<file path="src/rtl/register_file_sb.sv">
// register_file_sb: parametrised multi-read-port register file with a
// per-register pending-write (busy) scoreboard. Register 0 reads as zero
// and is never busy. Reads are combinational, with optional same-cycle
// forwarding of the writeback data.
module register_file_sb #(
    parameter int DATA_W   = 32,
    parameter int NUM_REGS = 32,
    parameter int ADDR_W   = $clog2(NUM_REGS),
    parameter int NUM_READ = 2,
    parameter int BYPASS   = 1
) (
    input  logic                           clk,
    input  logic                           rst,
    input  logic                           en,
    input  logic [ADDR_W-1:0]              rd,
    input  logic [DATA_W-1:0]              register_file_data,
    input  logic [NUM_READ*ADDR_W-1:0]     rs_address,
    output logic [NUM_READ*DATA_W-1:0]     rs_data,
    output logic [NUM_READ-1:0]            rs_busy,
    input  logic                           rsv_en,
    input  logic [ADDR_W-1:0]              rsv_rd,
    input  logic                           flush,
    output logic [$clog2(NUM_REGS):0]      busy_count
);

    localparam int CNT_W = $clog2(NUM_REGS) + 1;

    logic [DATA_W-1:0]   r_mem [NUM_REGS];
    logic [NUM_REGS-1:0] r_busy;
    logic [NUM_REGS-1:0] w_busy_next;
    logic [CNT_W-1:0]    r_busy_count;
    logic [CNT_W-1:0]    w_count_next;

    // Next busy vector: flush wins over everything; otherwise a write clears
    // its register and a reservation (applied last) sets it again.
    always_comb begin
        w_busy_next = r_busy;
        if (flush) begin
            w_busy_next = '0;
        end else begin
            if (en && (rd != '0)) begin
                w_busy_next[rd] = 1'b0;
            end
            if (rsv_en && (rsv_rd != '0)) begin
                w_busy_next[rsv_rd] = 1'b1;
            end
        end
        w_busy_next[0] = 1'b0;
    end

    // Population count of the next busy vector so the registered count
    // always tracks the registered bits exactly.
    always_comb begin
        w_count_next = '0;
        for (int i = 0; i < NUM_REGS; i++) begin
            w_count_next = w_count_next + CNT_W'(w_busy_next[i]);
        end
    end

    // Register storage; entry 0 is reset to zero and never written.
    always_ff @(posedge clk or posedge rst) begin
        if (rst) begin
            for (int i = 0; i < NUM_REGS; i++) begin
                r_mem[i] <= '0;
            end
        end else if (en && (rd != '0)) begin
            r_mem[rd] <= register_file_data;
        end
    end

    // Scoreboard bits and their population count.
    always_ff @(posedge clk or posedge rst) begin
        if (rst) begin
            r_busy       <= '0;
            r_busy_count <= '0;
        end else begin
            r_busy       <= w_busy_next;
            r_busy_count <= w_count_next;
        end
    end

    assign busy_count = r_busy_count;

    genvar gi;
    generate
        for (gi = 0; gi < NUM_READ; gi++) begin : g_read
            logic [ADDR_W-1:0] w_addr;
            logic [DATA_W-1:0] w_data;
            logic              w_busy;

            assign w_addr = rs_address[gi*ADDR_W +: ADDR_W];

            // Read mux: zero register and reset force 0; a matching write
            // in flight is forwarded and hides the busy bit it will clear.
            always_comb begin
                w_data = '0;
                w_busy = 1'b0;
                if (rst || (w_addr == '0)) begin
                    w_data = '0;
                    w_busy = 1'b0;
                end else if ((BYPASS != 0) && en && (rd == w_addr)) begin
                    w_data = register_file_data;
                    w_busy = 1'b0;
                end else begin
                    w_data = r_mem[w_addr];
                    w_busy = r_busy[w_addr];
                end
            end

            assign rs_data[gi*DATA_W +: DATA_W] = w_data;
            assign rs_busy[gi]                  = w_busy;
        end
    endgenerate

endmodule

</file>
<file path="config.mk">
export PLATFORM = sky130hd
export DESIGN_NAME = register_file_sb
export DESIGN_NICKNAME = d
export VERILOG_FILES = /design/src/rtl/register_file_sb.sv
export SDC_FILE = /design/constraint.sdc
export NUM_CORES = 2
export LEC_CHECK = 0
export CELL_PAD_IN_SITES_DETAIL_PLACEMENT = 1
export CELL_PAD_IN_SITES_GLOBAL_PLACEMENT = 1
export CORE_ASPECT_RATIO = 1.2
export CORE_MARGIN = 5
export CORE_UTILIZATION = 57
export DETAILED_ROUTE_END_ITERATION = 8
export PLACE_DENSITY = 0.94
export SLEW_MARGIN = 15
export SYNTH_ARGS = -nofsm -noshare
export SYNTH_HDL_FRONTEND = slang
export SYNTH_SLANG_ARGS = --single-unit
</file>
<file path="constraint.sdc">
create_clock -name clk -period 55.9 [get_ports clk]
set_input_delay 5.59 -clock clk [delete_from_list [all_inputs] [get_ports clk]]
set_output_delay 5.59 -clock clk [all_outputs]
set_load 0.02 [all_outputs]
</file>
# After elaboration in Yosys (flattened, before gate mapping)
# Index checks and enable logic that the tools add are counted.
# W data, S select, Z words.
[word_totals] ff_bits=1061 in_bits=57 out_inout_bits=72 elab_cells=124
[op_classes] addsub=30 n_lt_le_gt_ge=10 n_eq_ne=2 muxes=29 n_bitwise=6 reduce_logical=13
[op_table] operator="$bwmux W1024" count=1
[op_table] operator="$mux W32" count=13
[op_table] operator="$bmux W32 S5" count=2
[op_table] operator="$demux W32 S5" count=1
[op_table] operator="$add A6 B1 Y6" count=25
[op_table] operator="$and A32 B32 Y32" count=1
[op_table] operator="$not A32 Y32" count=1
[op_table] operator="$or A32 B32 Y32" count=1
[op_table] operator="$lt A5 B6 Y1 const B" count=4
[op_table] operator="$ge A6 B6 Y1 const B" count=3
[op_table] operator="$not A5 Y6" count=3
[op_table] operator="$bmux W1 S5" count=2
[op_table] operator="$demux W1 S5" count=2
[op_table] operator="$eq A5 B5 Y1" count=2
[op_table] operator="$ge A5 B1 Y1 const B" count=2
[op_table] operator="$logic_not A5 Y1" count=2
[op_table] operator="$reduce_bool A5 Y1" count=2
[op_table] operator="$mux W1" count=8
[op_table] operator="$logic_and A1 B1 Y1" count=7
[op_table] operator="$add A5 B1 Y6" count=1
[op_table] operator="$lt A6 B1 Y1 const B" count=1
[op_table] operator="$add A4 B1 Y5" count=1
[op_table] operator="$add A3 B1 Y4" count=1
[op_table] operator="$add A2 B1 Y3" count=1
[op_table] operator="2 further kinds" count=3

# Longest topological paths before layout
[depth] depth_word=41 depth_mapped=23 ltp_nobuf=20

# Worst setup path after synthesis
# OpenSTA, ideal clock, no wires.
[synth_timing] path_type="input -> output" start="input port rst" end="output port rs_data[32]" t_arrival_ns=30.667 t_required_ns=50.310 path_slack_ns=19.643 stages=5 path_buffers=1 cell_sequence="inv_1 > o211ai_1 > clkbuf_1 > a21oi_1 > a221o_1"
[synth_between] elab_chain_len=2
[synth_lines] item="start: declaration" line_no="13" source="input logic rst,"
[synth_lines] item="$logic_or A1 B1 Y1" line_no="98" source="if (rst || (w_addr == '0)) begin"
[synth_lines] item="$mux W32" line_no="98"
[synth_lines] item="end: declaration" line_no="18" source="output logic [NUM_READ*DATA_W-1:0] rs_data,"
# No other way between the ends.

# Worst setup path after layout
[layout_timing] start="input port rs_address[0]" end="output port rs_data[31]"
[layout_between] elab_chain_len=6 elab_cells_between_ends=10 cone_classes="eq/ne: 1; mux: 5; bitwise: 1; reduce/logical: 3"
[layout_lines] item="start: declaration" line_no="17" source="input logic [NUM_READ*ADDR_W-1:0] rs_address,"
[layout_lines] item="$not A5 Y6 (not written as such)" line_no="105" source="w_data = r_mem[w_addr];"
[layout_lines] item="$bmux W32 S5" line_no="105"
[layout_lines] item="$mux W32 (not written as such) (2 in a row)" line_no="105"
[layout_lines] item="$mux W32" line_no="101" source="end else if ((BYPASS != 0) && en && (rd == w_addr)) begin"
[layout_lines] item="$mux W32 (*)" line_no="98"
# Every way passes the cells marked *; elsewhere a longest branch is shown, timed or not. The select of a mux whose other input is x is not followed.

==> out/summary.txt <==
Initial antenna violation count -> 15
Port bufs -> 128
Syn-to-layout area delta -> 9.410%
Clk sinks -> 1,061
Final clock skew -> 0.06146 ns
Via-per-instance ratio -> 8.505
All-Layer GR Usage -> 46.03%
Final hold vios -> 0
Cells after DPL -> 5,289
Syn Inst Count -> 4,167
Initial drt markers -> 7,708
CTS tree -> done
RSZ-0062 raised after global routing -> no
Core ar. -> 101,500 um^2
Min-Delay Endpoint -> r_mem[998]
Synthesis-stage register bit count -> 1,061
Avg Inst Size Synth -> 13.99 um^2
Filler cells -> 9,072
Status -> complete, no violations
Starting density of the core -> 57.41%
Type of origin of the critical path -> primary input
Net Sw Power -> 0.7876 mW
Hold Crit Start -> r_mem[998]
Synth area leaders -> dfrtp_1 (46%), mux2_2 (19%), mux4_2 (15%)
Chip height -> 360.3 um
Slew margin rel. -> 7.240%
Critical path capture point type -> output port
Sequential area share after synthesis -> 45.55%
Ys flop type -> dfrtp_1
PwrDens -> 37.70 nW/um^2
Antenna-violating nets left -> 0
Routed WL -> 253.2 mm
First-pass GRT wire length -> 367.5 mm
Syn Nets -> 4,254
Reg2reg start -> r_busy[14]
DRC viols -> 0
Post-synth EDFFs -> 0
Max IR drop VDD -> 0.02809 mV
DP Wirelength -> 126.0 mm
Sw Share -> 32.76%
CTS root buf -> clkbuf_16
DIE AREA -> 108,800 um^2
Max-cap violations -> 0
Post-synth top area share -> 45.55%
First drt pass iteration count -> 8
Fin util -> 62.81%
Site Rows -> 128
Per-cell routed wire length -> 46.05 um
Synthesized area -> 58,290 um^2
Hold Path Class -> flip-flop to flip-flop
GR Overflow Total -> 0
Slew Limit Fails -> 0
RR Endpoint -> busy_count[4]
Critical Path AT -> 10.99 ns
WHS Path Cells -> 0
CTS Buf Count -> 105
Post-synth top area cell -> dfrtp_1
Critical path class -> primary input to output port
Hold buffer count at cts -> 0
Internal power -> 1.617 mW
Clk slew on worst S/H paths -> 0.06 ns
Crit path top cell by count -> buf_4
Vias in the first global route -> 50,595
Bufs and invs on worst path -> 4
H-Tree Depth -> 3
Worst slew pin tran -> 1.387 ns
Non-filler cells, final -> 5,499
Worst setup margin -> 39.32 ns
Crit-path leading delay family -> buffers and inverters
Ports -> 129
Cell chain of the critical path -> buf_8 > buf_4 > nor3_1 > a21oi_1 > and3_2 > buf_4 > a221o_1 > clkdlybuf4s50_1
Via Count -> 46,769
Yosys cell types -> 64
# nets final -> 4,121
R2R depth -> 17
Share of total power in combinational logic -> 21.8%
YS warnings -> 0
Slowest cell on crit path -> a21oi_1
Setup Buffers After CTS -> 0
Worst Path Required -> 50.31 ns
Largest net degree at the start of global routing -> 173
Share of cells above drive strength 1 -> 41.97%
Setup-failing EPs final -> 0
Max Root-Sink Buffers -> 3
Post-cts gate resize count -> 0
Clock power share -> 33.5%
Period utilization -> 29.67%
Setup tns final -> 0 ns
Pre-CTS setup slack -> 39.94 ns
Async set or reset register ratio after synthesis -> 100.0%
Reg power frac -> 44.7%
F_max -> 0.06030 GHz
Crit-path max FO -> 67
GP Congestion -> 0.8609
Pleak -> 27.47 nW
Clk_lat worst skew -> 0.76 ns
DIE WIDTH -> 301.9 um
CP peak stage delay -> 1.05 ns
R2R Setup Slk -> 50.23 ns
Post-layout min period -> 16.58 ns
-- layout by cell type, fill, tap and decap left out, types with 23 or more instances in the layout --
cell type	netlist	final
inv_1	39	37
dfrtp_1	1061	1061
mux2_1	23	23
nor2_1	55	40
a21o_1	27	27
nand2_1	104	89
o21ai_0	71	71
fa_1	23	23
mux4_2	397	397
mux2i_1	260	260
nor2b_1	68	64
a21oi_1	87	87
clkbuf_16	0	105
o21bai_1	30	30
clkbuf_8	0	24
a221o_1	61	61
a221oi_1	122	120
mux2_2	978	978
o21ai_1	28	28
clkinv_2	0	24
clkdlybuf4s50_1	0	110
buf_4	25	96
a22oi_1	95	95
nand3_1	40	40
-- per-layer routing --
metal	vias up	GRT usage, %	wire length [um]
li1	15760	-	-
met1	23431	54.25	80330
met2	5427	67.44	110200
met3	2129	17.20	34380
met4	22	37.33	28130
met5	-	0	185
-- synth_stat cells (55+ instances only) --
library cell and count:
a22oi_1 95, mux4_2 397, buf_2 142, a21oi_1 87
nand2_1 104, a221o_1 61, o21ai_0 71, clkbuf_1 215
mux2_2 978, nor2b_1 68, dfrtp_1 1061, a221oi_1 122
mux2i_1 260, nor2_1 55
-- worst max path at each step --
stage                       start           to  depth (start not counted)
floorplan                     rst  rs_data[32]                          5
global placement    rs_address[0]  rs_data[31]                          8
detailed placement  rs_address[0]  rs_data[31]                          8
CTS                 rs_address[5]  rs_data[44]                          9
global route        rs_address[5]  rs_data[44]                          9
finish              rs_address[0]  rs_data[31]                          8
-- through the flow --
step                      area (um^2)  total power [mW]  hold slack [ns]
final                           63780             2.405           0.4071
after global routing            63750             2.440           0.4216
after global placement          59970             1.434           0.3763
after detailed placement        59970             1.513           0.3833
after CTS                       63730             2.360           0.4070
after floorplan                 58290             1.345           0.4413
-- area by class of cell --
class / instances / area [um^2] / area share [%]
Antenna cell: 10 / 25.02 / 0.03924
Clock buffer: 142 / 3007 / 4.714
Clock inverter: 55 / 753.2 / 1.181
Inverter: 41 / 168.9 / 0.2648
Multi-Input combinational cell: 2597 / 29510 / 46.27
Sequential cell: 1061 / 26550 / 41.63
Tap cell: 1365 / 1708 / 2.678
Timing Repair Buffer: 228 / 2058 / 3.227
-- power groups by stage --
stage | combinational (mW) | clock, mW | sequential [mW]
after global placement | 0.426 | 0 | 1.01
after floorplan | 0.352 | 0 | 0.992
after CTS | 0.506 | 0.799 | 1.06
final | 0.525 | 0.806 | 1.07
after detailed placement | 0.469 | 0 | 1.04
after global routing | 0.538 | 0.833 | 1.07
-- flip-flops by register name, indices dropped and copies added (netlist names) --
register    flops
r_busy         31
r_mem        1024
busy_count      6
-- kinds of logic (layout without fill, tap and decap cells) --
family,count (synthesis),after routing,share of synthesized area [%]
compound gates,575,575,7.229
flops,1061,1061,45.55
mux,1658,1658,39.14
buf+inv,509,466,4.218
xor+xnor,13,13,0.1953
other cells,0,10,0
simple gates,321,321,2.730
fa+ha+maj,30,30,0.9401
Power figures use the tool's default switching activity.
